[src/rtl/npc_rf_pkg.sv]
// ============================================================================
// Module : npc_rf_pkg
// Shared widths, requester select encoding and x0 index for the RF writeback
// Rev    : 1.0  initial release
// ============================================================================
`default_nettype none

package npc_rf_pkg;
  localparam int RF_ADDR_WIDTH = 5;
  localparam int RF_DATA_WIDTH = 32;
  localparam int X0_IDX        = 0;

  typedef enum logic {
    REQ_EXU = 1'b0,
    REQ_LSU = 1'b1
  } req_sel_e;
endpackage

`default_nettype wire

[src/rtl/rf_wb_scoreboard_rr_arb2.sv]
// ============================================================================
// Module : rr_arb2
// Two-requester round-robin arbiter, one-hot grant, pointer flips after grant
// Rev    : 1.0  initial release
// ============================================================================
`default_nettype none

module rr_arb2
  import npc_rf_pkg::*;
(
  input  logic       clk,
  input  logic       rst,
  input  logic [1:0] req,
  output logic [1:0] gnt
);

  req_sel_e r_ptr;

  // Grants are suppressed while reset is held so nothing is accepted then.
  always_comb begin
    gnt = 2'b00;
    if (!rst) begin
      if (&req) begin
        gnt = (r_ptr == REQ_EXU) ? 2'b01 : 2'b10;
      end else begin
        gnt = req;
      end
    end
  end

  always_ff @(posedge clk or posedge rst) begin
    if (rst) begin
      r_ptr <= REQ_EXU;
    end else if (gnt[0]) begin
      r_ptr <= REQ_LSU;
    end else if (gnt[1]) begin
      r_ptr <= REQ_EXU;
    end
  end

endmodule

`default_nettype wire

[src/rtl/rf_wb_scoreboard.sv]
// ============================================================================
// Module : rf_wb_scoreboard
// EXU/LSU writeback arbitration onto one RF write port plus busy scoreboard
// Rev    : 1.0  initial release
// ============================================================================
`default_nettype none

module rf_wb_scoreboard
  import npc_rf_pkg::*;
#(
  parameter int ADDR_WIDTH = RF_ADDR_WIDTH,
  parameter int DATA_WIDTH = RF_DATA_WIDTH
) (
  input  logic                     clk,
  input  logic                     rst,
  input  logic                     iss_valid,
  input  logic [ADDR_WIDTH-1:0]    iss_rd,
  input  logic                     iss_rd_en,
  input  logic [ADDR_WIDTH-1:0]    iss_rs1,
  input  logic [ADDR_WIDTH-1:0]    iss_rs2,
  output logic                     iss_stall,
  input  logic                     exu_valid,
  output logic                     exu_ready,
  input  logic [ADDR_WIDTH-1:0]    exu_rd,
  input  logic [DATA_WIDTH-1:0]    exu_data,
  input  logic                     lsu_valid,
  output logic                     lsu_ready,
  input  logic [ADDR_WIDTH-1:0]    lsu_rd,
  input  logic [DATA_WIDTH-1:0]    lsu_data,
  output logic                     rf_wen,
  output logic [ADDR_WIDTH-1:0]    rf_waddr,
  output logic [DATA_WIDTH-1:0]    rf_wdata,
  output logic [2**ADDR_WIDTH-1:0] busy_vec,
  output logic                     wb_err
);

  localparam int NREG = 2**ADDR_WIDTH;

  logic [1:0]            w_gnt;
  logic                  w_gnt_wr;
  logic [ADDR_WIDTH-1:0] w_gnt_rd;
  logic [DATA_WIDTH-1:0] w_gnt_data;
  logic                  w_iss_acc;
  logic [NREG-1:0]       w_busy_nxt;

  logic                  r_wen;
  logic [ADDR_WIDTH-1:0] r_waddr;
  logic [DATA_WIDTH-1:0] r_wdata;
  logic [NREG-1:0]       r_busy;
  logic                  r_err;

  rr_arb2 u_arb (
    .clk (clk),
    .rst (rst),
    .req ({lsu_valid, exu_valid}),
    .gnt (w_gnt)
  );

  assign exu_ready  = w_gnt[0];
  assign lsu_ready  = w_gnt[1];
  assign w_gnt_rd   = w_gnt[1] ? lsu_rd   : exu_rd;
  assign w_gnt_data = w_gnt[1] ? lsu_data : exu_data;
  // An x0 writeback is accepted but never reaches the register file.
  assign w_gnt_wr   = (|w_gnt) && (w_gnt_rd != ADDR_WIDTH'(X0_IDX));

  // busy[0] is held at zero, so x0 sources never stall.
  assign iss_stall = iss_valid &&
                     (r_busy[iss_rs1] || r_busy[iss_rs2] ||
                      (iss_rd_en && r_busy[iss_rd]));
  assign w_iss_acc = iss_valid && !iss_stall;

  // Clear first, then set, so a same-index set wins over the retiring write.
  always_comb begin
    w_busy_nxt = r_busy;
    if (r_wen) begin
      w_busy_nxt[r_waddr] = 1'b0;
    end
    if (w_iss_acc && iss_rd_en) begin
      w_busy_nxt[iss_rd] = 1'b1;
    end
    w_busy_nxt[X0_IDX] = 1'b0;
  end

  always_ff @(posedge clk or posedge rst) begin
    if (rst) begin
      r_wen   <= 1'b0;
      r_waddr <= '0;
      r_wdata <= '0;
      r_busy  <= '0;
      r_err   <= 1'b0;
    end else begin
      r_wen  <= w_gnt_wr;
      r_busy <= w_busy_nxt;
      if (w_gnt_wr) begin
        r_waddr <= w_gnt_rd;
        r_wdata <= w_gnt_data;
        if (!r_busy[w_gnt_rd]) begin
          r_err <= 1'b1;
        end
      end
    end
  end

  assign rf_wen   = r_wen;
  assign rf_waddr = r_waddr;
  assign rf_wdata = r_wdata;
  assign busy_vec = r_busy;
  assign wb_err   = r_err;

endmodule

`default_nettype wire

[config.mk]
export PLATFORM = sky130hd
export DESIGN_NAME = rf_wb_scoreboard
export DESIGN_NICKNAME = d
export VERILOG_FILES = /design/src/rtl/npc_rf_pkg.sv /design/src/rtl/rf_wb_scoreboard_rr_arb2.sv /design/src/rtl/rf_wb_scoreboard.sv
export SDC_FILE = /design/constraint.sdc
export NUM_CORES = 1
export LEC_CHECK = 0
export BUFFER_PORTS_ARGS = -buffer_cell sky130_fd_sc_hd__buf_4
export CORE_ASPECT_RATIO = 1.25
export CORE_MARGIN = 10
export CORE_UTILIZATION = 56
export CTS_BUF_LIST = sky130_fd_sc_hd__clkbuf_4
export DETAILED_ROUTE_END_ITERATION = 16
export PLACE_DENSITY = 0.92
export SYNTH_ARGS = -nofsm -noshare
export SYNTH_HDL_FRONTEND = slang
export SYNTH_HIERARCHICAL = 1
export SYNTH_SLANG_ARGS = --single-unit
export TNS_END_PERCENT = 10
[constraint.sdc]
create_clock -name clk -period 8.1 [get_ports clk]
set_clock_uncertainty 0.15 [all_clocks]
set_input_delay 1.215 -clock clk [delete_from_list [all_inputs] [get_ports clk]]
set_output_delay 1.215 -clock clk [all_outputs]
set_load 0.005 [all_outputs]
==> out/results.ini, run 1 <==
[critical_path]
path_delay_family = simple AND/OR/NAND/NOR gates
r2r-start = u_arb/r_ptr
start_kind = input port
crit_top_cell = buf_4
critPathBufInv = 2
crit_fanout = 32
crit_chain = buf_4, mux4_2, and4b_1, a41oi_1, nand4_1, or4_1, o21a_1, buf_4
cp-end-kind = primary output
path_class = in -> out
crit_start = iss_rs1[0]
r2r_slack_ns = 4.67
cp.arrival_ns = 3.86
slowest_delay_ns = 0.97
crit_path_top_delay_cell = or4_1
cp.required_ns = 6.73

[run_status]
status = complete, no violations

[drt]
drc = 0
viasPerCell = 6.605
vias = 4762
firstDrtPassIters = 5
route.detailed.wl_per_inst_um = 22.69
wl_um = 16360
drtAntennaViolNets = 0
drt_iter0_drc = 719

[pwr]
p_comb_frac = 0.424
internal_power_uw = 946.5
ir_worst_vdd_v = 0.0001557
p_sw_frac = 0.4148
power.density_mw_per_mm2 = 267.4
p_clk_frac = 0.143
seq_power_share = 0.433
cellLeakagePower_uw = 0.002530
switchingPower_uw = 670.8

[timing]
drv_slew = 0
min_period_over_period = 0.6445
setup_ws_ns = 2.880
worstMarginPinSlew_ns = 1.265
max_clock_freq_mhz = 191.6
hold_violations = 0
slew_headroom = 0.1564
setup_tns_ns = 0
rsz0062_at_grt = no
setup_viol_count_final = 0
min_period_ns = 5.220

[cells_and_area]
multiInputGateArea_mm2 = 0.002696
antenna_cells = 0
fin_nets = 714
area_growth_pct = 29.56
fillers = 552
seqCellArea_mm2 = 0.001777
drive_gt1_frac = 0.3702

[clocking]
clkLatencyLatePin_ns = 0.41
clockBufferDepth = 2
post-cts-setup-buffer-count = 0
htree_levels = 3
clock_sinks = 71
clockRootBuffer = clkbuf_4
cts_made_buffers = 9
cts_tree = done
cts_hold_buf = 0
clk_pin_slew_ns = 0.13
ctsResizeCount = 0

[place]
dp_hpwl_um = 12070
preCtsSetupSlack_ns = 2.907
globalplace.congestion = 0.9205
port-buffer-count = 167

[yosys]
synth_cells = 479
synthTopCellsByCount = 71 x dfrtp_1, 63 x mux2i_1, 46 x nor2_1
synth.area.top_cells = dfrtp_1 38%, mux2i_1 14%, mux4_2 7.2%, a21oi_1 4.5%, o21ai_0 4.1%
synth_most_common_cell = dfrtp_1
synth_area_leader_cell = dfrtp_1
ys_seq_elements = 71
yosys.area.top_type_share = 0.3806
seq_area_frac_synth = 0.3806
async_flop_share = 1.000
synth_edf_count = 0
synthesis.nets = 574
synthFlopType = dfrtp_1
yosysUniqueCellTypes = 49
netlist_area_mm2 = 0.004668
synth.avg_cell_area_um2 = 9.746
yosys_warnings = 6

[floorplanning]
coreArea_mm2 = 0.008194
io_pins = 169
start_util = 0.5697
dieArea_mm2 = 0.01241
fp.dieH_um = 122.1
num_rows = 37
die_width_um = 101.7

[global_routing]
gr-total-overflow = 0
grt_pass1_vias = 4835
antenna_found_initial = 0
grt_pass1_wl_um = 25090
grt_max_degree = 74
grtUsageTotal = 0.2541

[worst_hold_path]
hp-class = reg -> reg
hold_start = wb_err

[job]
maxCapViolations = 0

-- through the flow --
step           cell area, um2  hold WS [ns]  cells  power, uW    util
3_3_place_gp             5904        0.3191    705       1343  0.7206
5_1_grt                  6048        0.3628    721       1695  0.7381
4_1_cts                  6048        0.3512    721       1603  0.7381
3_5_place_dp             5904        0.3209    705       1374  0.7206
2_1_floorplan            4668        0.3178    479      973.3       -
6_report                 6048        0.3508    721       1617  0.7381
-- cell usage in the layout, fill, tap and decap left out, types with 4 or more instances in the layout --
| cell | instances |
|---|---|
| buf_4 | 171 |
| dfrtp_1 | 71 |
| mux2i_1 | 63 |
| nor2_1 | 46 |
| a21oi_1 | 42 |
| o21ai_0 | 38 |
| nand2_1 | 22 |
| nand3_1 | 20 |
| o31ai_1 | 16 |
| mux4_2 | 15 |
| o41ai_2 | 10 |
| clkbuf_4 | 10 |
| mux2_2 | 9 |
| nand3b_1 | 9 |
| nor4_1 | 7 |
| nor3_1 | 6 |
| inv_1 | 5 |
| nand2b_1 | 4 |
| or3b_2 | 4 |
| nor3b_1 | 4 |
| or3_1 | 4 |
-- final timing paths --
path,endpoint,cells after the start
setup / recovery,iss_stall,8
hold / removal,wb_err,1
setup reg to reg,rf_wdata[10],9
hold reg to reg,wb_err,1
max in group asynchronous,rf_wdata[25],3
min in group asynchronous,u_arb/r_ptr,2
-- flip-flops by register name, indices dropped and copies added, names as in the netlist --
register     count
busy_vec        31
u_arb/r_ptr      1
wb_err           1
rf_wen           1
rf_waddr         5
rf_wdata        32
-- cells by family (layout without fill, tap and decap cells) --
logic type,after synthesis,in the layout,synth area share
buffers and inverters,49,194,0.04529
multiplexers,88,88,0.2321
other,1,1,0.0008033
flip-flops,71,71,0.3806
AND/OR/NAND/NOR,141,141,0.1547
AO/OA/AOI/OAI,129,129,0.1866
-- power groups by stage --
stage               Sequential, uW  Combinational [uW]  Clock (uW)
floorplan                      590                 383           0
global placement               683                 659           0
detailed placement             690                 684           0
CTS                            683                 686         234
global route                   703                 742         249
finish                         700                 686         231
-- layer usage --
metal / track usage / up-vias / wire length (um)
met5: 0 / - / 0
met4: 0.1326 / 0 / 800
met3: 0.07418 / 84 / 1858
met2: 0.4229 / 355 / 8220
met1: 0.2888 / 2249 / 5476
li1: - / 2074 / -
-- area by class of cell --
class	instances	share of cell area
clock inverter	6	0.01138
timing repair buffer	171	0.2122
inverter	7	0.004344
clock buffer	10	0.01241
sequential	71	0.2938
tap	97	0.02007
multi-input combinational	359	0.4458
Power figures use the tool's default switching activity.
==> run 2: changes to the inputs <==
--- a/config.mk
+++ b/config.mk
@@ -8,10 +8,10 @@
 export BUFFER_PORTS_ARGS = -buffer_cell sky130_fd_sc_hd__buf_4
 export CORE_ASPECT_RATIO = 1.25
 export CORE_MARGIN = 10
-export CORE_UTILIZATION = 56
+export CORE_UTILIZATION = 52
 export CTS_BUF_LIST = sky130_fd_sc_hd__clkbuf_4
 export DETAILED_ROUTE_END_ITERATION = 16
-export PLACE_DENSITY = 0.92
+export PLACE_DENSITY = 0.86
 export SYNTH_ARGS = -nofsm -noshare
 export SYNTH_HDL_FRONTEND = slang
 export SYNTH_HIERARCHICAL = 1
==> constraint.sdc (replaced) <==
create_clock -name clk -period 5.4 [get_ports clk]
set_clock_uncertainty 0.15 [all_clocks]
set_input_delay 0.81 -clock clk [delete_from_list [all_inputs] [get_ports clk]]
set_output_delay 0.81 -clock clk [all_outputs]
set_load 0.005 [all_outputs]
==> run 2 against run 1 <==
Cell count rose by 3.5%. Worst setup slack worse by 1.5 ns. Register-to-register slack got worse by 2.6 ns. Clock-buffer cell count up 1. Sequential power increased by 50%. Largest cell class unchanged.
==> out/results.ini, run 2 (synthesis results as in run 1) <==
[run_status]
status = complete, no violations

[critical_path]
crit_fanout = 32
r2r_slack_ns = 2.06
r2r_cells = 9
slowest_delay_ns = 0.51
cp.arrival_ns = 3.04
start_kind = input port
path_delay_family = multiplexers
crit_top_cell = buf_4
cp-end-kind = primary output
r2r_end = rf_wdata[17]
critPathBufInv = 3
r2r-start = u_arb/r_ptr
crit_path_top_delay_cell = mux4_2
path_class = in -> out
crit_chain = buf_4, mux4_2, mux2_2, nand3b_1, nand4_1, or4_1, buf_4, o21a_1, buf_4
cp.required_ns = 4.44

[global_routing]
antenna_found_initial = 0
gr-total-overflow = 0
grt_pass1_wl_um = 26790
grtUsageTotal = 0.2509
grt_pass1_vias = 4990
grt_max_degree = 74

[cells_and_area]
layout_commonest_cell = buf_4
design_area_mm2 = 0.006103
antenna_cells = 0
drive_gt1_frac = 0.3690
largest_reg_flops = 32
area_growth_pct = 30.74
layout_common_cells = 173 x buf_4, 71 x dfrtp_1, 63 x mux2i_1
fin_nets = 716

[floorplanning]
io_pins = 169
fp.dieH_um = 125.9
num_rows = 38
die_width_um = 104.7
coreArea_mm2 = 0.008701
dieArea_mm2 = 0.01319
start_util = 0.5365

[pwr]
power.density_mw_per_mm2 = 403.5
internal_power_uw = 1469
cellLeakagePower_uw = 0.002549
ir_worst_vdd_v = 0.0002365
p_clk_frac = 0.154
switchingPower_uw = 993.8
seq_power_share = 0.426
p_total_uw = 2463
p_comb_frac = 0.420
p_sw_frac = 0.4036

[drt]
drt_iter0_drc = 646
route.detailed.wl_per_inst_um = 22.94
viasPerCell = 6.381
drc = 0
drtAntennaViolNets = 0
firstDrtPassIters = 5
wl_um = 17110
vias = 4760

[clocking]
clkLatencyLatePin_ns = 0.42
htree_levels = 3
cts_made_buffers = 9
post-cts-setup-buffer-count = 0
ctsResizeCount = 0
clockRootBuffer = clkbuf_4
clockBufferDepth = 2
cts_tree = done
cts_hold_buf = 0
clk_pin_slew_ns = 0.11
clock_sinks = 71

[timing]
drv_slew = 0
max_clock_freq_mhz = 249.8
setup_viol_count_final = 0
slew_headroom = 0.2658
worstMarginPinSlew_ns = 1.100
min_period_over_period = 0.7413
setup_tns_ns = 0
hold_violations = 0
min_period_ns = 4.003
rsz0062_at_grt = no

[job]
maxCapViolations = 0

[worst_hold_path]
hp-class = in -> async

[place]
port-buffer-count = 167
dp_hpwl_um = 12650
place_area_mm2 = 0.005948
globalplace.congestion = 0.9676

==> run 2: cell count changes in the layout (fill, tap and decap cells not counted), sizes merged <==
cell,delta
buf,+2
bufinv,+1
clkbuf,+1
clkinv,+1
clkinvlp,-1
inv,-2
==> run 2: per-stage QoR <==
stage / util / hold WS (ns) / setup WS (ns) / std cells
finish: 0.7015 / 0.08433 / 1.397 / 746
CTS: 0.7015 / 0.05851 / 1.422 / 746
floorplan: - / 0.3178 / 1.637 / 479
global placement: 0.6836 / 0.3246 / 1.458 / 730
detailed placement: 0.6836 / 0.3181 / 1.430 / 730
global route: 0.7015 / 0.05681 / 1.280 / 746
==> run 2: metal layers <==
layer / GRT usage / vias up / share of wire
li1: - / 2082 / -
met4: 0.1230 / 0 / 0.042
met1: 0.2797 / 2314 / 0.35
met2: 0.4273 / 298 / 0.51
met3: 0.07500 / 66 / 0.098
met5: 0 / - / 0
==> run 2: how the worst max path moves through the flow <==
stage	depth (start not counted)	endpoint	from	slack, ns
after floorplan	9	iss_stall	iss_rs2[1]	1.64
after global placement	9	iss_stall	iss_rs2[1]	1.46
after detailed placement	9	iss_stall	iss_rs2[1]	1.43
after CTS	9	iss_stall	iss_rs2[1]	1.42
after global routing	9	iss_stall	iss_rs1[0]	1.28
final	9	iss_stall	iss_rs2[1]	1.40
==> run 2: cell type report <==
class / count / area, um2
clock buffers: 11 / 82.58
clock inverters: 5 / 72.57
fillers: 675 / 2597
inverters: 7 / 26.28
multi-input cells: 359 / 2696
flip-flops and latches: 71 / 1777
well taps: 120 / 150.1
repair buffers: 173 / 1299
==> run 2: worst reg2reg max path, cell delays in order (launching register included) <==
cell and delay (ns):
dfrtp_1 0.40, inv_1 0.08, a21boi_4 0.32, buf_4 0.55, mux2i_1 0.51, nand4_1 0.12
o21ai_0 0.19, inv_2 0.50, nor2_1 0.29, a21oi_1 0.07
==> run 2: power by group through the flow <==
stage,Clock (uW),Sequential (uW),Combinational (uW)
3_5_place_dp,0,1040,1030
4_1_cts,384,1030,1040
6_report,380,1050,1030
5_1_grt,408,1060,1130
3_3_place_gp,0,1030,999
2_1_floorplan,0,885,575
==> run 3: changes to the inputs <==
--- a/config.mk
+++ b/config.mk
@@ -5,6 +5,7 @@
 export SDC_FILE = /design/constraint.sdc
 export NUM_CORES = 1
 export LEC_CHECK = 0
+export ABC_AREA = 1
 export BUFFER_PORTS_ARGS = -buffer_cell sky130_fd_sc_hd__buf_4
 export CORE_ASPECT_RATIO = 1.25
 export CORE_MARGIN = 10
==> constraint.sdc (replaced) <==
create_clock -name clk -period 3.9 [get_ports clk]
set_clock_uncertainty 0.15 [all_clocks]
set_input_delay 0.585 -clock clk [delete_from_list [all_inputs] [get_ports clk]]
set_output_delay 0.585 -clock clk [all_outputs]
set_load 0.005 [all_outputs]
==> run 3 against run 2 <==
Non-clock buffer count unchanged. Worst hold slack gained 0.20 ns. Final area increased by 0.16%. Critical endpoint is now wb_err. Highest routed layer unchanged.
==> out/results.ini, run 3 <==
[run_status]
status = complete, no violations

[clocking]
cts_made_buffers = 9
htree_levels = 3
cts_hold_buf = 1
post-cts-setup-buffer-count = 0
clockBufferDepth = 2
clock_sinks = 71
clockRootBuffer = clkbuf_4
clkLatencyLatePin_ns = 0.41
cts_tree = done
clk_pin_slew_ns = 0.11
ctsResizeCount = 0

[yosys]
yosys_warnings = 6
synth.avg_cell_area_um2 = 6.430
yosysUniqueCellTypes = 26
synth_area_leader_cell = dfrtp_1
synthFlopType = dfrtp_1
synth_most_common_cell = nand2_1
seq_area_frac_synth = 0.3739
ys_seq_elements = 71
synthTopCellsByCount = 244 x nand2_1, 116 x nand3_1, 71 x dfrtp_1, 71 x nor2_1, 66 x inv_1
synth.area.top_cells = dfrtp_1 37%, nand2_1 19%, nand3_1 12%, o21ai_0 5.8%, nor2_1 5.6%
synth_edf_count = 0
async_flop_share = 1.000
yosys.area.top_type_share = 0.3739
synthesis.nets = 834
netlist_area_mm2 = 0.004752
synth_cells = 739

[critical_path]
critPathBufInv = 6
path_class = in -> reg
cp-end-kind = register
crit_path_top_delay_cell = inv_2
cp.arrival_ns = 3.58
start_kind = input port
cp.required_ns = 4.05
r2r_cells = 12
r2r_end = wb_err
path_delay_family = buffers and inverters
crit_chain = dlygate4sd3_1, buf_4, inv_2, nand2_2, a21oi_4, inv_2, or2_0, o21ai_2, nand4_1, o21ai_1, inv_2, nand2_1, inv_1, nand3_1, nand3b_1
r2r_slack_ns = 0.99
r2r-start = u_arb/r_ptr
slowest_delay_ns = 0.55
crit_fanout = 66
crit_top_cell = inv_2

[drt]
viasPerCell = 5.590
firstDrtPassIters = 5
drt_iter0_drc = 536
wl_um = 18160
route.detailed.wl_per_inst_um = 17.98
vias = 5646
drc = 0
drtAntennaViolNets = 0

[place]
port-buffer-count = 167
preCtsSetupSlack_ns = 0.6193
globalplace.congestion = 1.002
dp_hpwl_um = 14190

[timing]
min_period_ns = 3.436
setup_viol_count_final = 0
hold_violations = 0
setup_ws_ns = 0.4640
worstMarginPinSlew_ns = 0.9456
slew_headroom = 0.3687
setup_tns_ns = 0
max_clock_freq_mhz = 291.0
min_period_over_period = 0.8810
rsz0062_at_grt = no
drv_slew = 0

[global_routing]
antenna_found_initial = 0
grt_pass1_vias = 5420
gr-total-overflow = 0
grt_pass1_wl_um = 28350
grtUsageTotal = 0.2614
grt_max_degree = 67

[floorplanning]
dieArea_mm2 = 0.01339
start_util = 0.5403
die_width_um = 105.5
io_pins = 169
coreArea_mm2 = 0.008796
num_rows = 38
fp.dieH_um = 126.9

[cells_and_area]
drive_gt1_frac = 0.2236
layout_commonest_cell = nand2_1
largest_reg_flops = 32
antenna_cells = 0
area_growth_pct = 28.65
fin_nets = 980
layout_common_cells = 244 x nand2_1, 172 x buf_4, 116 x nand3_1

[worst_hold_path]
hold_start = lsu_data[5]
worstHoldPathCells = 3
hp-class = in -> reg
hold_end = rf_wdata[5]

[pwr]
power.density_mw_per_mm2 = 525.7
cellLeakagePower_uw = 0.003114
ir_worst_vdd_v = 0.0003348

[job]
maxCapViolations = 0

==> run 3: cell count changes in the layout (fill, tap and decap cells not counted), sizes merged, moves of 15 or more <==
| cell | before | now |
|---|---|---|
| o31ai | 16 | 0 |
| mux2i | 64 | 0 |
| a21oi | 42 | 14 |
| inv | 7 | 71 |
| nor2 | 46 | 72 |
| mux4 | 15 | 0 |
| nand3 | 20 | 116 |
| nand2 | 22 | 245 |
| a31oi | 0 | 32 |
| o21ai | 38 | 61 |
==> run 3: worst min-delay path, cell delays in order <==
cell and delay (ns):
buf_4 0.10, nand2_1 0.05, a31oi_1 0.07
==> run 3: final cells by class <==
| cell class | count | area [um2] |
|---|---|---|
| clock buffers | 12 | 90.09 |
| fillers | 785 | 2683 |
| multi-input cells | 557 | 2475 |
| inverters | 73 | 274.0 |
| flip-flops and latches | 71 | 1777 |
| well taps | 120 | 150.1 |
| repair buffers | 173 | 1301 |
| clock inverters | 4 | 46.29 |
==> run 3: worst max-delay path by stage <==
stage | start | to | slack [ns] | depth (start not counted)
4_1_cts | rst | wb_err | 0.49 | 15
2_1_floorplan | rst | busy_vec[10] | 1.40 | 1
5_1_grt | rst | wb_err | 0.19 | 15
3_3_place_gp | rst | wb_err | 0.76 | 14
3_5_place_dp | rst | wb_err | 0.62 | 14
6_report | rst | wb_err | 0.46 | 15
==> run 3: report_power, final <==
part           internal, uW  switching (uW)
Sequential              969             440
Clock                   215             252
Combinational           626             713
Total                  1810            1410
==> run 3: cell families after synthesis <==
kind of cell    share of synthesized area
buf+inv                            0.1069
flops                              0.3739
simple gates                       0.3863
compound gates                     0.1322
other cells                     0.0007891
==> run 3: metrics by stage <==
step                      cell area [um2]  instances    util  hold WS, ns  power, uW
after detailed placement             5967        993  0.6784       0.3082       2737
after CTS                            6113       1010  0.6950       0.2557       3202
final                                6113       1010  0.6950       0.2821       3214
after global routing                 6113       1010  0.6950       0.2517       3435
after global placement               5967        993  0.6784       0.3044       2698
after floorplan                      4752        739       -       0.1716       1893
==> run 3: routing by layer <==
metal	track usage	wire length [um]
met5	0	0
met4	0.1852	1382
met3	0.08713	2135
met2	0.4078	8078
met1	0.2953	6566
